[src/rtl/dmem_arb_pkg.sv]
// Shared types and constants for the data-memory arbiter.
package dmem_arb_pkg;

    localparam int unsigned ADDR_W_DEF = 8;
    localparam int unsigned DATA_W_DEF = 8;
    localparam int unsigned NREQ_MAX   = 8;

    typedef enum logic [1:0] {
        IDLE     = 2'd0,
        ACCESS   = 2'd1,
        COMPLETE = 2'd2
    } state_t;

    // Index width for n requesters; never below one bit.
    function automatic int unsigned idx_w(input int unsigned n);
        return (n > 1) ? $clog2(n) : 1;
    endfunction

endpackage

[src/rtl/dmem_arbiter_rr_pick.sv]
// Combinational round-robin winner select: first valid requester after last_gnt, wrapping.
module rr_pick
    import dmem_arb_pkg::*;
#(
    parameter int unsigned NREQ  = 2,
    parameter int unsigned IDX_W = idx_w(NREQ)
) (
    input  logic [NREQ-1:0]  req_valid,
    input  logic [IDX_W-1:0] last_gnt,
    output logic [NREQ-1:0]  gnt,
    output logic [IDX_W-1:0] gnt_idx,
    output logic             any
);

    logic [IDX_W:0] cand;

    // Walk offsets from farthest to nearest so the nearest valid candidate is assigned last.
    always_comb begin
        gnt_idx = '0;
        cand    = '0;
        for (int k = int'(NREQ); k >= 1; k--) begin
            cand = (IDX_W+1)'(last_gnt) + (IDX_W+1)'(k);
            if (cand >= (IDX_W+1)'(NREQ)) begin
                cand = cand - (IDX_W+1)'(NREQ);
            end
            if (req_valid[cand[IDX_W-1:0]]) begin
                gnt_idx = cand[IDX_W-1:0];
            end
        end
    end

    assign any = |req_valid;
    assign gnt = any ? (NREQ'(1) << gnt_idx) : '0;

endmodule

[src/rtl/dmem_arbiter.sv]
// Serialising arbiter for the single-port data memory; one transaction in flight.
// Build option DMEM_ARB_FIXED_PRIO_EN selects fixed lowest-index-wins priority instead of round-robin.
module dmem_arbiter
    import dmem_arb_pkg::*;
#(
    parameter int unsigned NREQ   = 2,
    parameter int unsigned ADDR_W = ADDR_W_DEF,
    parameter int unsigned DATA_W = DATA_W_DEF
) (
    input  logic                 clk,
    input  logic                 reset,
    input  logic [NREQ-1:0]      req_valid,
    input  logic [NREQ-1:0]      req_we,
    input  logic [NREQ*ADDR_W-1:0] req_addr,
    input  logic [NREQ*DATA_W-1:0] req_wdata,
    output logic [NREQ-1:0]      req_ready,
    output logic [NREQ-1:0]      rsp_valid,
    output logic [DATA_W-1:0]    rsp_rdata,
    output logic                 mem_read,
    output logic                 mem_write,
    output logic [ADDR_W-1:0]    mem_addr,
    output logic [DATA_W-1:0]    mem_wdata,
    input  logic [DATA_W-1:0]    mem_rdata,
    output logic                 busy
);

    localparam int unsigned IDX_W = idx_w(NREQ);

    state_t            state;
    logic              we_q;
    logic [IDX_W-1:0]  win_q;
    logic [IDX_W-1:0]  last_gnt;
    logic [IDX_W-1:0]  pick_idx;
    logic [NREQ-1:0]   pick_gnt;
    logic              pick_any;
    logic              transfer;
    logic              sel_we;
    logic [ADDR_W-1:0] sel_addr;
    logic [DATA_W-1:0] sel_wdata;

    rr_pick #(
        .NREQ  (NREQ),
        .IDX_W (IDX_W)
    ) u_pick (
        .req_valid (req_valid),
        .last_gnt  (last_gnt),
        .gnt       (pick_gnt),
        .gnt_idx   (pick_idx),
        .any       (pick_any)
    );

    assign sel_we    = req_we[pick_idx];
    assign sel_addr  = req_addr[pick_idx*ADDR_W +: ADDR_W];
    assign sel_wdata = req_wdata[pick_idx*DATA_W +: DATA_W];

    // Accept is only offered while idle; reset masks it so all outputs drop at once.
    assign transfer  = (state == IDLE) && pick_any;
    assign req_ready = (transfer && !reset) ? pick_gnt : '0;
    assign busy      = (state != IDLE);

`ifdef DMEM_ARB_FIXED_PRIO_EN
    // Rotation anchored after the top index makes requester 0 always first.
    assign last_gnt = IDX_W'(NREQ - 1);
`else
    always_ff @(posedge clk or posedge reset) begin
        if (reset) begin
            last_gnt <= IDX_W'(NREQ - 1);
        end else if (transfer) begin
            last_gnt <= pick_idx;
        end
    end
`endif

    // Transaction FSM; address/data stay latched through COMPLETE for the late write commit.
    always_ff @(posedge clk or posedge reset) begin
        if (reset) begin
            state     <= IDLE;
            we_q      <= 1'b0;
            win_q     <= '0;
            mem_read  <= 1'b0;
            mem_write <= 1'b0;
            mem_addr  <= '0;
            mem_wdata <= '0;
            rsp_valid <= '0;
            rsp_rdata <= '0;
        end else begin
            rsp_valid <= '0;
            case (state)
                IDLE: begin
                    if (transfer) begin
                        we_q      <= sel_we;
                        win_q     <= pick_idx;
                        mem_addr  <= sel_addr;
                        mem_wdata <= sel_wdata;
                        mem_read  <= ~sel_we;
                        mem_write <= sel_we;
                        state     <= ACCESS;
                    end
                end
                ACCESS: begin
                    mem_read  <= 1'b0;
                    mem_write <= 1'b0;
                    state     <= COMPLETE;
                end
                COMPLETE: begin
                    if (!we_q) begin
                        rsp_rdata <= mem_rdata;
                        rsp_valid <= NREQ'(1) << win_q;
                    end
                    state <= IDLE;
                end
                default: begin
                    mem_read  <= 1'b0;
                    mem_write <= 1'b0;
                    state     <= IDLE;
                end
            endcase
        end
    end

endmodule
[config.mk]
export PLATFORM = sky130hd
export DESIGN_NAME = dmem_arbiter
export DESIGN_NICKNAME = d
export VERILOG_FILES = /design/src/rtl/dmem_arb_pkg.sv /design/src/rtl/dmem_arbiter_rr_pick.sv /design/src/rtl/dmem_arbiter.sv
export SDC_FILE = /design/constraint.sdc
export NUM_CORES = 1
export LEC_CHECK = 0
export CAP_MARGIN = 20
export CORE_MARGIN = 3
export CORE_UTILIZATION = 36
export DETAILED_ROUTE_END_ITERATION = 8
export GPL_TIMING_DRIVEN = 0
export PLACE_DENSITY = 0.8
export REMOVE_ABC_BUFFERS = 1
export SYNTH_ARGS = -nofsm -noshare
export SYNTH_HDL_FRONTEND = slang
export SYNTH_SLANG_ARGS = --single-unit
[constraint.sdc]
create_clock -name clk -period 1.7 [get_ports clk]
set_clock_uncertainty 0.1 [all_clocks]
set_input_delay 0.425 -clock clk [delete_from_list [all_inputs] [get_ports clk]]
set_output_delay 0.425 -clock clk [all_outputs]
set_load 0.03 [all_outputs]
# After elaboration in Yosys (flattened, before gate mapping)
# Cells that the tools add are included.
# op_classes
add_sub_neg,4
n_mul,0
n_div,0
n_lt_le_gt_ge,5
eq_ne,3
n_shift,4
muxes,20
bitwise_logic,3
n_reduce_logical,9
# ops
cell,n
16-bit by 5-bit variable part select with 8-bit output,2
1-bit two-way mux,12
2-bit two-way mux,5
"1-bit by 2-bit < comparator with 1-bit output, second input constant",3
2-bit AND reduction,3
"2-bit >= comparator, second input constant",2
1-bit case mux with 2 select lines,2
2-bit case mux with 2 select lines,1
"1-bit by 1-bit left shift with 2-bit output, first input constant",2
1-bit NOT,3
"1-bit by 1-bit adder with 2-bit output, second input constant",1
"1-bit by 2-bit adder with 2-bit output, second input constant",1
"2-bit by 1-bit equality test with 1-bit output, second input constant",1
"2-bit equality test, second input constant",1
1-bit logical AND,2
2-bit zero test,1
"2-bit inequality test, second input constant",1
2-bit nonzero test,1
2-bit OR reduction,1
"1-bit subtractor, second input constant",2
1-bit zero test,1
# word_totals
regBits,33
latch_bits,0
mem_bits_rw,0
romBits,0
in_bits,46
output_inout_bits,31
word_cells,58
n_memories,0

# Depth between registers and ports, before layout
# Gate-level depths: netlist (run 1).
# depth
depth_word,12
ltp_mapped,5
depth_no_buf,4

# Hierarchy
# From an unflattened synthesis (run 1), not the netlist that was laid out.
# hier_totals
hier_cells,120
hier_area_um2,1452.6
# by_module_without_submodules
mod,n_inst,cells_each,area_per_inst_um2,seq_area_each_um2
dmem_arbiter,1,115,1420.1,827.0
rr_pick,1,5,32.5,0.0

# Least setup slack after synthesis (run 1)
# Ideal clock, no wire load.
# synth_path
path_type,in2out
from,input req_valid[1]
to,output req_ready[1]
arrival_time_ns,1.551
required_ns,1.175
path_slack_ns,-0.376
stages,4
path_buffers,2
path_cell_list,a21bo_1 > buf_6 > buf_6 > nor3_1
# synth_between
elab_chain_len,7
elab_cells_between_ends,12
cone_classes,shift (1); mux (8); reduce/logical (3)
# synth_lines
element,line,source
"start, declared",dmem_arbiter.sv:12,"input logic [NREQ-1:0] req_valid,"
1-bit two-way mux (not written as such) (2 in series),dmem_arbiter_rr_pick.sv:26,if (req_valid[cand[IDX_W-1:0]]) begin
1-bit two-way mux (2 in series),dmem_arbiter_rr_pick.sv:26,
1-bit by 1-bit left shift with 2-bit output,dmem_arbiter_rr_pick.sv:33,assign gnt = any ? (NREQ'(1) << gnt_idx) : '0;
2-bit two-way mux,dmem_arbiter_rr_pick.sv:33,
2-bit two-way mux (*),dmem_arbiter.sv:58,assign req_ready = (transfer && !reset) ? pick_gnt : '0;
"end, declared",dmem_arbiter.sv:16,"output logic [NREQ-1:0] req_ready,"
# Every way passes the cells marked *; elsewhere a longest branch is shown, timed or not. The select of a mux whose other input is x is not followed.

# Final worst setup path (run 1)
# layout_path
from,register state[1]
to,output req_ready[0]
# layout_between
elab_chain_len,4
# layout_lines
element,line,source
"start, declared",dmem_arbiter.sv:29,state_t state;
"start signal, assigned",dmem_arbiter.sv:77,state <= IDLE;
"start signal, assigned",dmem_arbiter.sv:97,state <= ACCESS;
"start signal, assigned",dmem_arbiter.sv:103,state <= COMPLETE;
2-bit zero test,dmem_arbiter.sv:57,assign transfer = (state == IDLE) && pick_any;
1-bit logical AND,dmem_arbiter.sv:57,
1-bit logical AND,dmem_arbiter.sv:58,
2-bit two-way mux,dmem_arbiter.sv:58,
# Every way passes these cells.

==> impl_summary.md, run 1 <==
Run status
The final reports fail on setup timing. The run finished, with violations left.

Flow run
The total of max-cap violations is 0.

Timing
Dividing the final minimum period by the clock period gives 1.09. The highest clock rate is about 540 MHz. The worst path setup slack after routing is -0.154 ns.

Hold is met by around 0.31 ns. The relative max-transition margin is 0.646. The time the worst path needs with I/O delays and setup is 1.85 ns. The total count of max-transition violations in the final report came to 0. The hold violation count in the final report is 0. Setup repair after global routing could not meet its margin everywhere.

The total negative slack for setup checks is -0.739 ns. For the pin with the worst max-slew slack, the measured transition is 0.531 ns. Setup violations remaining at the end of the flow were counted as 11.

Die
The floorplan die area is around 5000 um2. The core area is just under 4000 um2. The top-level I/O count is 77. The number of rows created at floorplan is 22. The effective utilization at floorplan is 0.393. In this run the horizontal extent of the chip is between 70 and 80 um. The die is roughly 71 um tall.

Logic synthesis
The share of the synthesized area in compound gates (AO/OA/AOI/OAI) is 0.0430. The share of synthesized area in the top cell type comes to 0.529. In this run, synthesis inferred 0 flip-flops with an integrated enable. The average instance in the mapped netlist occupies between 10 and 15 um2.

The adder-cell share of the synthesized area is 0. The main combinational cell family by area after synthesis is multiplexers. The most frequent cell after synthesis is sky130_fd_sc_hd__dfrtp_1. The synthesized design spends more area on one cell type than any other, namely sky130_fd_sc_hd__dfrtp_1. The mux share of post-synthesis cell area is 0.348. Yosys mapped the design onto 25 distinct sky130hd cell types. The Yosys warning count is 0.

Of the synthesized area, sequential elements account for 0.547. Synthesis inferred 33 register bits. In the synthesized netlist the dominant register cell turns out to be sky130_fd_sc_hd__dfrtp_1. The share of synthesized cell area in and, or, nand and nor gates is 0.0273.

The post-synthesis xor/xnor area fraction is 0. By area the synthesized netlist is led by sky130_fd_sc_hd__dfrtp_1 53%, sky130_fd_sc_hd__mux2_2 19%, sky130_fd_sc_hd__mux2_4 15%, sky130_fd_sc_hd__dfstp_2 1.7%, sky130_fd_sc_hd__buf_6 1.5%. By count the netlist is led by 32 x sky130_fd_sc_hd__dfrtp_1, 25 x sky130_fd_sc_hd__mux2_2, 15 x sky130_fd_sc_hd__mux2_4. The async set-or-reset flop fraction in the synthesized netlist is 1.00.

In the synthesized netlist, the number of instances is approximately 100. Summing every instance area after synthesis gives 1510 um2.

Power and ir drop
In this run the power density over the cells is between 1500 and 2000 nW/um2. The post-layout total power is between 4 and 5 mW. The peak ir drop on the vdd network is ~950 uV. In this run the static leakage power is roughly 1.2 nW.

Critical path
The type of the worst setup path is flip-flop to output port. The category of the worst setup path launch point is a flip-flop. The highest fanout seen on the critical path is 4.

The arrival time at the worst endpoint is between 1 and 1.5 ns. The data required time at the worst endpoint is ~1.2 ns. The endpoint kind of the worst setup timing path is an output port.

Layout
Of the cells placed in the final design, the portion with a size suffix greater than 1 is 0.359. The repair_antennas step left the layout with diodes totalling 0. The net count reported at finish is roughly 240. The area growth from synthesis to layout is 70.3%.

GRT
The via count of the first global-routing pass was between 1k and 1.5k. Entering global routing, the biggest net connects 23 pins. For this run the aggregate overflow at the end of global routing stands at 0. The first-pass GRT wire length is approximately 6700 um. The number of antenna violations at the first check in global routing is 0. For this run, the total global-route usage over all layers was measured as 0.175.

Drt
Using the TritonRoute via totals, the vias-per-cell ratio works out to 4.86. The number of DRC markers after the initial detailed-route iteration is 41. The first-pass iteration count of the detailed router is 4. Summed over all layers, the routed wires come to a little over 4000 um. Across all layers, the routed design uses 1167 vias. In the final routed layout, each cell accounts on average for approximately 17 um. The count of nets left with antenna violations once routing finished came out at 0. The number of remaining DRC errors is 0.

Placement
The congestion estimate from routability-driven global placement came to a little over 0.7. OpenSTA, run right after detailed placement, puts the worst setup slack at -1.38 ns. The post-DP HPWL is 2800 um. During placement, the flow inserted port buffers numbering between 70 and 80.

CTS
Buffers inserted during clock tree synthesis total 5. The clock latency on the worst-skew pair is 0.27 ns. The number of levels the H-tree was split into is 2. The tree built by TritonCTS fans out to 33 sinks.

After clock tree synthesis, the clock-pin slew on the worst setup and hold paths is 0.06 ns. The maximum clock insertion buffer count is 2. The CTS root buffer is sky130_fd_sc_hd__clkbuf_8.

The clock tree from TritonCTS is built. Hold repair after CTS inserted 0 buffers.

Hold path
In this run the worst hold path is classified as input port to asynchronous set/reset pin.
==> cell usage in the layout (no fill, tap or decap), types with 2 or more instances in the layout <==
cell type	Yosys	final
sky130_fd_sc_hd__mux2i_1	2	2
sky130_fd_sc_hd__buf_12	0	2
sky130_fd_sc_hd__mux2_2	25	8
sky130_fd_sc_hd__dlygate4sd2_1	0	29
sky130_fd_sc_hd__mux2_4	15	32
sky130_fd_sc_hd__dfrtp_1	32	32
sky130_fd_sc_hd__clkdlybuf4s50_1	0	42
sky130_fd_sc_hd__clkbuf_8	0	5
sky130_fd_sc_hd__buf_6	2	2
sky130_fd_sc_hd__clkbuf_1	1	3
sky130_fd_sc_hd__buf_4	1	8
sky130_fd_sc_hd__inv_1	4	4
==> through the flow <==
| step | instances | util | cell area, um2 |
|---|---|---|---|
| global route | 240 | 0.669 | 2580 |
| finish | 240 | 0.669 | 2580 |
| global placement | 221 | 0.597 | 2300 |
| detailed placement | 222 | 0.604 | 2330 |
| CTS | 239 | 0.667 | 2570 |
| floorplan | 97 | - | 1480 |
==> kinds of logic after synthesis <==
| kind of cell | after synthesis |
|---|---|
| mux | 42 |
| simple gates | 8 |
| compound gates | 9 |
| flops | 33 |
| buf+inv | 9 |
==> flip-flops by register name (all words and copies together), names as in the netlist <==
signal / cells
rsp_valid: 2
last_gnt: 1
rsp_rdata: 8
mem_wdata: 8
mem_write: 1
we_q: 1
state: 2
mem_read: 1
mem_addr: 8
win_q: 1
==> report_power, final <==
part / total, mW / switching (mW) / internal (mW)
Sequential: 1.40 / 0.212 / 1.18
Combinational: 2.63 / 1.39 / 1.24
Clock: 0.542 / 0.252 / 0.290
Total: 4.57 / 1.86 / 2.71
==> worst paths after layout <==
kind                          start            to  slack, ns  depth (start not counted)
setup / recovery           state[1]  req_ready[0]      -0.15                          4
hold / removal                reset      state[1]       0.31                          2
hold reg to reg               win_q  rsp_valid[0]       0.38                          1
min in group clk              win_q  rsp_valid[0]       0.38                          1
setup reg to reg           last_gnt   mem_addr[1]      -0.06                          5
max in group asynchronous     reset  mem_wdata[3]       0.71                          3
==> layer usage <==
metal	global-route usage	share of wire
met2	0.312	0.55
met5	0	0
met4	0.0856	0.032
met3	0.0341	0.045
met1	0.200	0.38
==> area by class of cell <==
type,instances,area [um2]
clock buffers,8,80.1
fillers,302,1280
inverters,5,21.3
multi-input cells,59,742
flip-flops and latches,33,827
well taps,48,60.1
repair buffers,87,846
==> what timing repair did <==
| action | 4_1_cts | 5_1_grt |
|---|---|---|
| pin swaps | 4 | 2 |
| gates cloned | 1 | 0 |
| buffers inserted | 8 | 2 |
| gates resized for setup | 86 | 6 |
| setup endpoints to repair | 50 | 18 |
==> worst max-delay path, stage by stage (launching register included) <==
cell	delay (ns)
sky130_fd_sc_hd__dfrtp_1	0.40
sky130_fd_sc_hd__nor2_4	0.17
sky130_fd_sc_hd__o21ai_4	0.10
sky130_fd_sc_hd__nor3_2	0.18
sky130_fd_sc_hd__buf_4	0.20
(Power assumes the default switching activity.)
==> run 2: changes to the inputs <==
--- a/config.mk
+++ b/config.mk
@@ -10,7 +10,7 @@
 export CORE_UTILIZATION = 36
 export DETAILED_ROUTE_END_ITERATION = 8
 export GPL_TIMING_DRIVEN = 0
-export PLACE_DENSITY = 0.8
+export PLACE_DENSITY = 0.76
 export REMOVE_ABC_BUFFERS = 1
 export SYNTH_ARGS = -nofsm -noshare
 export SYNTH_HDL_FRONTEND = slang
==> run 2 against run 1 <==
The run still ends with setup timing left. Combinational power hardly changed. Die area is the same. Global-route usage decreased by 1.1 points. Cell area is 0.87% higher. Sequential cell count is the same. Wire length down 3.0%. Hold slack improved by 0.041 ns. Fmax up 0.31%. Via count is 0.26% lower. Total power is 0.65% lower. Critical path depth is 1 lower. Cell count rose by 0.42%. Largest cell class unchanged.
==> impl_summary.md, run 2 (synthesis gave the netlist of run 1 again) <==
Hold path
Along the worst hold path, the cell count comes to 1. The startpoint identified for the worst hold timing path is win_q. The worst-case hold path end point is rsp_valid[0].

The tightest min-delay check is of the flip-flop to flip-flop type.

Layout
The layout overhead on the synthesized area is 71.8%. The largest registers in the layout are mem_addr: 8 flops, mem_wdata: 8 flops, rsp_rdata: 8 flops. In the layout the commonest cells are 43 x sky130_fd_sc_hd__clkdlybuf4s50_1, 32 x sky130_fd_sc_hd__dfrtp_1, 28 x sky130_fd_sc_hd__dlygate4sd2_1, 27 x sky130_fd_sc_hd__mux2_4, 13 x sky130_fd_sc_hd__mux2_2. 0 antenna diodes ended up in the layout. The final standard cell count with taps included and fillers excluded is 241.

The library cell used most frequently in the layout, excluding fill and tap cells, is sky130_fd_sc_hd__clkdlybuf4s50_1. At the end of the flow the core is filled with cells to 0.674. The net count reported at finish is 238. The fraction of layout cells with a size suffix above 1 is 0.378. Counting the fill cells in the layout gives between 200 and 300.

GRT
The overflow left after global routing is 0. The first global-routing pass estimated around 6400 um of wire. The number of antenna violations at the first check in global routing is 0. The total global-route track usage is 0.165. Entering global routing, the biggest net connects 26 pins. The via count of the first global-routing pass is ~1.3k.

CTS
CTS built an H-tree with a depth of 2. The tree built by TritonCTS fans out to 33 sinks. Counting the buffers created by CTS gives 5. The clock tree from TritonCTS is built. The maximum clock insertion buffer count is 2.

The number of hold buffers added after cts is 0. After clock tree synthesis, the clock-pin slew on the worst setup and hold paths is 0.06 ns. The clock latency on the worst-skew pair is 0.28 ns.

The CTS root buffer is sky130_fd_sc_hd__clkbuf_8.

Critical path
The first element of the critical path is reset. In this run the worst path has a maximum fanout of 3. The reg2reg setup slack is -0.05 ns.

The data required time at the worst endpoint is 1.17 ns. The category of the worst setup path launch point is an input port. The setup path with the least slack is of type input port to output port. The capturing point of the worst reg2reg path is mem_wdata[7].

The worst register-to-register path has a depth of 5. The endpoint kind of the worst setup timing path is an output port. The startpoint of the most critical register-to-register path is last_gnt. STA puts the critical path data arrival time at around 1.3 ns.

Power and ir drop
The peak ir drop on the vdd network is ~920 uV. The sequential cell fraction of total power is 0.304. Of the total power, the clock network draws 0.121. The internal cell power is ~2.7 mW.

In this run the static leakage power is 1.24 nW. The combinational share of power is 0.576. The total power density per cell area is about 1700 nW/um2.

Of the total power, the share spent switching nets is 0.408. The net switching component of the power is between 1.5 and 2 mW.

Drt
The number of vias per cell is roughly 4.8. After the first detailed-routing iteration, the DRC count stood at 22. The first-pass iteration count of the detailed router is 4. Across all layers, the routed design uses around 1.2k vias. The number of remaining DRC errors is 0.

The total detailed-routing wirelength is 4020 um. The number of nets with antenna violations after routing is 0. After detailed routing, the average wire length per cell comes to between 15 and 20 um.

Flow run
The total of max-cap violations is 0.

Timing
The transition time at the pin with the least slew margin is approximately 0.44 ns. The relative max-transition margin is 0.708. The tightest hold path in the finished design has a slack of about 0.35 ns.

The highest clock rate is 541 MHz. The worst path setup slack after routing is -0.148 ns. Setup repair after global routing could not meet its margin everywhere. The time the worst path needs with I/O delays and setup is about 1.8 ns. The total count of max-transition violations in the final report is 0. Of the available clock period, the critical path in the final layout requires 1.09. The hold violation count in the final report was 0.

Setup violations remaining at the end of the flow were counted as 10.

Placement
The count of port buffers added during placement is 76. Before CTS, the worst setup slack after placement is -1.32 ns. The post-DP HPWL is between 2000 and 3000 um. The congestion estimate from routability-driven global placement came to roughly 0.74.

The cell count after placement is 222.

Die
In this run the count of I/O pins placed on the die edge is between 70 and 80. The floorplan step set the die height to between 70 and 80 um. The effective utilization at floorplan is 0.393.

The die covers roughly 5000 um2. The die width is 70.8 um. After floorplanning, the core was sized to cover 3850 um2. The number of rows created at floorplan is 22.

Run status
The flow ran to the end, but the final reports show violations. The final reports fail on setup timing.
-- run 2: changes by cell type in the layout (fill, tap and decap cells not counted), sizes merged --
cell / change
dlygate4sd2: -1
buf: -1
clkinv: +2
clkdlybuf4s50: +1
-- run 2: power groups by stage --
stage / clock (mW) / sequential (mW) / combinational, mW
final: 0.549 / 1.38 / 2.61
after global routing: 0.620 / 1.43 / 2.75
after CTS: 0.564 / 1.38 / 2.43
after detailed placement: 0 / 1.40 / 2.52
after global placement: 0 / 1.37 / 2.46
after floorplan: 0 / 2.03 / 0.867
-- run 2: critical path, stage by stage --
cell,delay (ns)
sky130_fd_sc_hd__clkdlybuf4s50_1,0.48
sky130_fd_sc_hd__nor3_2,0.23
sky130_fd_sc_hd__buf_4,0.19
-- run 2: worst max path at each step --
stage | end | slack (ns)
after floorplan | req_ready[1] | -0.42
after global placement | req_ready[1] | -1.29
after detailed placement | req_ready[1] | -1.32
after CTS | req_ready[0] | -0.17
after global routing | req_ready[0] | -0.19
final | req_ready[0] | -0.15
-- run 2: per-stage QoR --
stage	power, mW	setup TNS (ns)	cell area (um2)
CTS	4.37	-0.315	2470
floorplan	2.90	-3.77	1480
detailed placement	3.92	-18.75	2330
finish	4.54	-0.420	2600
global placement	3.83	-27.16	2300
global route	4.80	-1.01	2600
-- run 2: repair_timing --
item / 4_1_cts / 5_1_grt
gates resized for setup: 70 / 14
setup endpoints to repair: 50 / 21
setup buffers: 5 / 4
gates cloned: 0 / 2
pin swaps: 3 / 3
-- run 2: per-layer routing --
metal	GRT usage	up-vias	part of all wire
met4	0.0689	0	0.017
met3	0.0412	7	0.038
met5	0	-	0
li1	-	542	-
met2	0.306	32	0.58
met1	0.176	583	0.37
-- run 2: layout make-up --
| cell class | count | area, um2 | area share |
|---|---|---|---|
| flip-flops and latches | 33 | 827 | 0.318 |
| repair buffers | 88 | 873 | 0.336 |
| clock buffers | 6 | 72.6 | 0.0279 |
| well taps | 48 | 60.1 | 0.0231 |
| multi-input cells | 59 | 729 | 0.281 |
| inverters | 5 | 26.3 | 0.0101 |
| clock inverters | 2 | 10.0 | 0.00385 |
